$ cat src/rtl/pwm_pkg.sv
// pwm_pkg
// Definitions shared by the PWM capture block and the PWM generator.
//   PWM_COUNTER_WIDTH_DEFAULT : default width of the PWM measurement/period counters
//   pwm_state_e               : FSM states (IDLE, ARM, MEASURE)
//   pwm_cnt_max()             : saturation value of a counter of a given width
package pwm_pkg;

  localparam int unsigned PWM_COUNTER_WIDTH_DEFAULT = 8;

  typedef enum logic [1:0] {
    PWM_IDLE    = 2'd0,
    PWM_ARM     = 2'd1,
    PWM_MEASURE = 2'd2
  } pwm_state_e;

  // All-ones value of a counter that is 'width' bits wide, returned in 32 bits
  function automatic logic [31:0] pwm_cnt_max(input int unsigned width);
    logic [31:0] result;
    result = '0;
    for (int i = 0; i < 32; i++) begin
      if (i < int'(width)) begin
        result[i] = 1'b1;
      end
    end
    return result;
  endfunction

endpackage

$ cat src/rtl/sync_2ff.sv
// sync_2ff
// Two-flop synchronizer for a single asynchronous bit.
//   clk_i     : destination clock
//   a_rst_n_i : asynchronous active-low reset, clears both flops
//   d_i       : asynchronous input
//   q_o       : input synchronized to clk_i (two cycles of latency)
module sync_2ff (
  input  logic clk_i,
  input  logic a_rst_n_i,
  input  logic d_i,
  output logic q_o
);

  logic meta_q;
  logic sync_q;

  // First flop may go metastable; the second gives it a full cycle to settle
  always_ff @(posedge clk_i or negedge a_rst_n_i) begin
    if (!a_rst_n_i) begin
      meta_q <= 1'b0;
      sync_q <= 1'b0;
    end else begin
      meta_q <= d_i;
      sync_q <= meta_q;
    end
  end

  assign q_o = sync_q;

endmodule

$ cat src/rtl/pwm_capture.sv
// pwm_capture
// Measures period and high time of an asynchronous PWM waveform in clk_i cycles.
//   clk_i     : single clock, all state updates on its rising edge
//   a_rst_n_i : asynchronous active-low reset
//   enable_i  : high = measure, low = idle (counters cleared, results held)
//   channel_i : PWM waveform, asynchronous to clk_i
//   period_o  : last published period (cycles between consecutive rising edges)
//   high_o    : last published high time within that period
//   valid_o   : one-cycle pulse when period_o/high_o update
//   timeout_o : pulses with valid_o when the result is a saturated measurement
module pwm_capture
  import pwm_pkg::*;
#(
  parameter int unsigned PWM_COUNTER_WIDTH = PWM_COUNTER_WIDTH_DEFAULT
) (
  input  logic                         clk_i,
  input  logic                         a_rst_n_i,
  input  logic                         enable_i,
  input  logic                         channel_i,
  output logic [PWM_COUNTER_WIDTH-1:0] period_o,
  output logic [PWM_COUNTER_WIDTH-1:0] high_o,
  output logic                         valid_o,
  output logic                         timeout_o
);

  localparam int unsigned W = PWM_COUNTER_WIDTH;
  localparam logic [31:0] CntMax32 = pwm_cnt_max(W);
  localparam logic [W-1:0] CntMax = CntMax32[W-1:0];
  localparam logic [W-1:0] CntOne = W'(1);

  pwm_state_e state_q, state_d;

  logic [W-1:0] period_cnt_q, period_cnt_d;
  logic [W-1:0] high_cnt_q, high_cnt_d;
  logic [W-1:0] period_q, period_d;
  logic [W-1:0] high_q, high_d;
  logic         valid_q, valid_d;
  logic         timeout_q, timeout_d;

  logic level_sync;
  logic level_prev_q;
  logic rise;

  sync_2ff u_sync (
    .clk_i     (clk_i),
    .a_rst_n_i (a_rst_n_i),
    .d_i       (channel_i),
    .q_o       (level_sync)
  );

  // Third flop keeps the previous synchronized level for edge detection
  always_ff @(posedge clk_i or negedge a_rst_n_i) begin
    if (!a_rst_n_i) begin
      level_prev_q <= 1'b0;
    end else begin
      level_prev_q <= level_sync;
    end
  end

  assign rise = level_sync & ~level_prev_q;

  // Next-state logic. enable_i low wins over everything, including a rise in
  // the same cycle. The counter restart value is 1 because the rise cycle
  // itself belongs to the new period and is a high cycle. high_cnt only
  // advances together with period_cnt, so it can never overtake it, and the
  // saturation check stops period_cnt before it could wrap.
  always_comb begin
    state_d      = state_q;
    period_cnt_d = period_cnt_q;
    high_cnt_d   = high_cnt_q;
    period_d     = period_q;
    high_d       = high_q;
    valid_d      = 1'b0;
    timeout_d    = 1'b0;

    if (!enable_i) begin
      state_d      = PWM_IDLE;
      period_cnt_d = '0;
      high_cnt_d   = '0;
    end else begin
      case (state_q)
        PWM_IDLE: begin
          state_d      = PWM_ARM;
          period_cnt_d = '0;
          high_cnt_d   = '0;
        end

        PWM_ARM: begin
          // The first rise only aligns us to the waveform; the partial
          // period before it is discarded
          if (rise) begin
            state_d      = PWM_MEASURE;
            period_cnt_d = CntOne;
            high_cnt_d   = CntOne;
          end else begin
            period_cnt_d = '0;
            high_cnt_d   = '0;
          end
        end

        PWM_MEASURE: begin
          if (rise) begin
            // A rise exactly at saturation is still a normal measurement
            period_d     = period_cnt_q;
            high_d       = high_cnt_q;
            valid_d      = 1'b1;
            period_cnt_d = CntOne;
            high_cnt_d   = CntOne;
          end else if (period_cnt_q == CntMax) begin
            period_d     = CntMax;
            high_d       = high_cnt_q;
            valid_d      = 1'b1;
            timeout_d    = 1'b1;
            state_d      = PWM_ARM;
            period_cnt_d = '0;
            high_cnt_d   = '0;
          end else begin
            period_cnt_d = period_cnt_q + CntOne;
            if (level_sync) begin
              high_cnt_d = high_cnt_q + CntOne;
            end
          end
        end

        default: begin
          state_d      = PWM_IDLE;
          period_cnt_d = '0;
          high_cnt_d   = '0;
        end
      endcase
    end
  end

  // State, counters and registered outputs
  always_ff @(posedge clk_i or negedge a_rst_n_i) begin
    if (!a_rst_n_i) begin
      state_q      <= PWM_IDLE;
      period_cnt_q <= '0;
      high_cnt_q   <= '0;
      period_q     <= '0;
      high_q       <= '0;
      valid_q      <= 1'b0;
      timeout_q    <= 1'b0;
    end else begin
      state_q      <= state_d;
      period_cnt_q <= period_cnt_d;
      high_cnt_q   <= high_cnt_d;
      period_q     <= period_d;
      high_q       <= high_d;
      valid_q      <= valid_d;
      timeout_q    <= timeout_d;
    end
  end

  assign period_o  = period_q;
  assign high_o    = high_q;
  assign valid_o   = valid_q;
  assign timeout_o = timeout_q;

endmodule

$ cat config.mk
export PLATFORM = sky130hd
export DESIGN_NAME = pwm_capture
export DESIGN_NICKNAME = d
export VERILOG_FILES = /design/src/rtl/pwm_pkg.sv /design/src/rtl/sync_2ff.sv /design/src/rtl/pwm_capture.sv
export SDC_FILE = /design/constraint.sdc
export NUM_CORES = 1
export LEC_CHECK = 0
export ABC_AREA = 1
export CORE_MARGIN = 2
export CORE_UTILIZATION = 40
export CTS_BUF_LIST = sky130_fd_sc_hd__clkbuf_2
export DETAILED_ROUTE_END_ITERATION = 7
export PLACE_DENSITY = 0.64
export SLEW_MARGIN = 15
export SYNTH_ARGS = -nofsm -noshare
export SYNTH_HDL_FRONTEND = slang
export SYNTH_HIERARCHICAL = 1
export SYNTH_SLANG_ARGS = --single-unit
$ cat constraint.sdc
create_clock -name clk_i -period 1.5 [get_ports clk_i]
set_clock_uncertainty 0.05 [all_clocks]
set_input_delay 0.3 -clock clk_i [delete_from_list [all_inputs] [get_ports clk_i]]
set_output_delay 0.3 -clock clk_i [all_outputs]
set_load 0.01 [all_outputs]
==> flow_metrics.env, run 1 <==
export IMPL_outcome="finished, violations left"
export IMPL_violations="negative setup slack"
export IMPL_numCtsBuffers=5
export IMPL_insertion_delay_ns=0.41
export IMPL_dp_hpwl_mm=2.39
export IMPL_totalWireLength_mm=3.73
export IMPL_p_leak_nw=1.28
export IMPL_cts_tree="yes"
export IMPL_stdcell_area_sq_mm=0.00256
export IMPL_synth_top_area_cell="dfrtp_1"
export IMPL_rsz0062_at_grt="yes"
export IMPL_slowest_delay_ns=0.40
export IMPL_first_pass_iters=4
export IMPL_worst_pin_slew_ns=0.325
export IMPL_syn_inst=203
export IMPL_crit_path_cell_trace="ha_2 > nand2_4 > nor2_4 > nand2_4 > buf_6 > nand3_4 > nand2_4 > nand2_2 > nand2_2 > nor2_2"
export IMPL_start_kind="register"
export IMPL_p_comb_share_pct=26.7
export IMPL_fin_nets=275
export IMPL_dpl_cell_area_sq_mm=0.00223
export IMPL_via_per_inst=4.72
export IMPL_initial_core_util_pct=41.4
export IMPL_yosys_register_bits=39
export IMPL_fill_cells=379
export IMPL_routedWlPerCell_microns=11.7
export IMPL_synth_ff_type="dfrtp_1"
export IMPL_htreeDepth=2
export IMPL_core_area_sq_mm=0.00435
export IMPL_die_area_sq_mm=0.00505
export IMPL_num_io_pins=22
export IMPL_num_vias=1509
export IMPL_hp_class="in2reg"
export IMPL_io_buffers=21
export IMPL_cpMostUsedCell="nand2_4"
export IMPL_clockBufferDepth=2
export IMPL_clock_power_share_pct=28.7
export IMPL_drc_errors=0
export IMPL_grt_pass1_vias=1445
export IMPL_worst_ep_arrival_time_ns=1.83
export IMPL_synth_top_area_share_pct=54.2
export IMPL_path_depth=10
export IMPL_drv_cap=0
export IMPL_diodes=0
export IMPL_ys_types=26
export IMPL_synth_edff_count=0
export IMPL_syn_cell_area_sq_mm=0.00180
export IMPL_synthTopCellsByCount="45 x nand2_1, 39 x dfrtp_1, 38 x nor2_1"
export IMPL_r2r_slack_ns=-0.03
export IMPL_drt_initial_drc_count=78
export IMPL_fmax_mhz=654
export IMPL_peakVddDrop_mv=0.516
export IMPL_grt_overflow=0
export IMPL_endpoint_kind="register"
export IMPL_die_h_microns=71.1
export IMPL_p_per_area_mw_per_mm2=1110
export IMPL_synth_area_top_cells="dfrtp_1 54%, nand2_1 9.4%, nor2_1 7.9%"
export IMPL_whs_path_depth=1
export IMPL_area_growth_pct=42.3
export IMPL_cts_sinks=39
export IMPL_power_mw=2.84
export IMPL_fin_ws_ns=-0.0280
export IMPL_grt_max_degree=40
export IMPL_drv_slew=0
export IMPL_slew_headroom_pct=78.1
export IMPL_syn_area_per_cell_sq_um=8.87
export IMPL_cp_top_family="simple AND/OR/NAND/NOR gates"
export IMPL_synth_async_reset_ratio_pct=100
export IMPL_p_sw_mw=0.822
export IMPL_syn_num_nets=211
export IMPL_rr_worst_depth=10
export IMPL_grt_pass1_wl_mm=6.46
export IMPL_setup_viol=1
export IMPL_hold_viol_final=0
export IMPL_path_class="reg2reg"
export IMPL_rows=24
export IMPL_power_internal_mw=2.02
export IMPL_cpMaxStageDelayCell="dfrtp_1"
export IMPL_swShare_pct=28.9
export IMPL_synth_most_common_cell="nand2_1"
export IMPL_fin_crit_ns=1.53
export IMPL_critical_path_buf_inv_count=1
export IMPL_gp_congestion=0.816
export IMPL_yosysWarnings=6
export IMPL_track_usage_pct=16.3
export IMPL_crit_path_max_fanout=8
export IMPL_ys_seq_area_share_pct=54.2
export IMPL_p_seq_share_pct=44.6
export IMPL_drive_gt1_share_pct=34.7
export IMPL_cts_clk_slew_worst_paths_ns=0.20
export IMPL_period_share_pct=102
export IMPL_cts_root_buf="clkbuf_2"
export IMPL_cp_required_ns=1.81
export IMPL_antenna_found_initial=0
export IMPL_die_x_microns=71.1
export IMPL_ant_nets=0
-- metrics by stage --
stage	setup TNS (ns)	utilization, %	setup slack (ns)	instances	hold WS [ns]
2_1_floorplan	0	-	0.0496	203	-0.0456
3_3_place_gp	-3.70	51.1	-0.193	296	0.233
3_5_place_dp	-3.82	51.1	-0.194	296	0.233
4_1_cts	0	54.7	0.00166	310	0.251
5_1_grt	-0.513	58.8	-0.0819	320	0.254
6_report	-0.0280	58.8	-0.0280	320	0.261
-- logic make-up (layout without fill, tap and decap cells) --
family / Yosys count / after routing / synth area share [%]
adder cells (fa/ha/maj): 4 / 4 / 2.78
XOR/XNOR: 1 / 1 / 0.487
AND/OR/NAND/NOR: 110 / 111 / 27.8
buffers and inverters: 25 / 89 / 6.12
AO/OA/AOI/OAI: 24 / 24 / 8.62
flip-flops: 39 / 39 / 54.2
-- layer usage --
layer / up-vias / wire length [microns] / global-route usage (%)
met4: 0 / 70 / 6.92
met2: 34 / 1810 / 25.9
met1: 694 / 1700 / 21.4
met5: - / 0 / 0
li1: 776 / - / -
met3: 5 / 149 / 3.85
-- flip-flops by register name, summed over array words and instances (netlist names) --
signal	flops
high_cnt_q	8
high_o	8
level_prev_q	1
period_cnt_q	8
period_o	8
state_q	2
timeout_o	1
u_sync/meta_q	1
u_sync/q_o	1
valid_o	1
-- cell usage in the layout (no fill, tap or decap), drive strengths merged, types with 4 or more instances in the layout --
| master | n |
|---|---|
| a21oi | 6 |
| buf | 37 |
| clkbuf | 8 |
| clkdlybuf4s15 | 12 |
| dfrtp | 39 |
| dlygate4sd2 | 4 |
| ha | 4 |
| inv | 21 |
| nand2 | 50 |
| nand3 | 13 |
| nor2 | 41 |
| nor3 | 4 |
| o21ai | 14 |
-- final cells by class --
type                    count  area [sq um]  share of cell area [%]
repair buffers             58           487                    19.0
inverters                  23          96.3                    3.76
clock buffers               6          30.0                    1.17
clock inverters             2          60.1                    2.34
multi-input cells         140           847                    33.1
well taps                  52          65.1                    2.54
flip-flops and latches     39           976                    38.1
-- power groups by stage --
stage | clock network, mW | logic [mW] | registers, mW
finish | 0.817 | 0.759 | 1.27
global placement | 0 | 0.629 | 1.28
CTS | 0.828 | 0.583 | 1.26
floorplan | 0 | 0.246 | 1.34
detailed placement | 0 | 0.635 | 1.28
global route | 0.877 | 0.841 | 1.29
-- timing repair --
action,4_1_cts,5_1_grt
resized for setup,28,48
pin swaps,4,13
buffers inserted,4,11
endpoints found under the hold margin,39,0
cloned,1,0
hold buffers,1,0
setup endpoints to repair,39,47
-- worst paths after layout --
check                                     startpoint                        end
min in group asynchronous                  a_rst_n_i    period_o[1]$_DFFE_PN0P_
setup / recovery           period_cnt_q[0]$_DFF_PN0_  high_cnt_q[7]$_DFFE_PN0P_
hold reg to reg              u_sync/meta_q$_DFF_PN0_       u_sync/q_o$_DFF_PN0_
hold / removal                             channel_i    u_sync/meta_q$_DFF_PN0_
setup reg to reg           period_cnt_q[0]$_DFF_PN0_  high_cnt_q[7]$_DFFE_PN0P_
max in group asynchronous                  a_rst_n_i  high_cnt_q[6]$_DFFE_PN0P_
No activity file was read; power rests on OpenSTA's default activity.
==> run 2: changes to the inputs <==
Settings changed: GPL_TIMING_DRIVEN from default to 1.
==> results of run 2 <==
The final DEF is identical to that of run 1; final timing and power are the same.
==> run 3: changes to the inputs <==
Settings changed: CAP_MARGIN from default to 20.
==> results of run 3 <==
The final DEF is identical to that of run 1; final timing and power are the same.
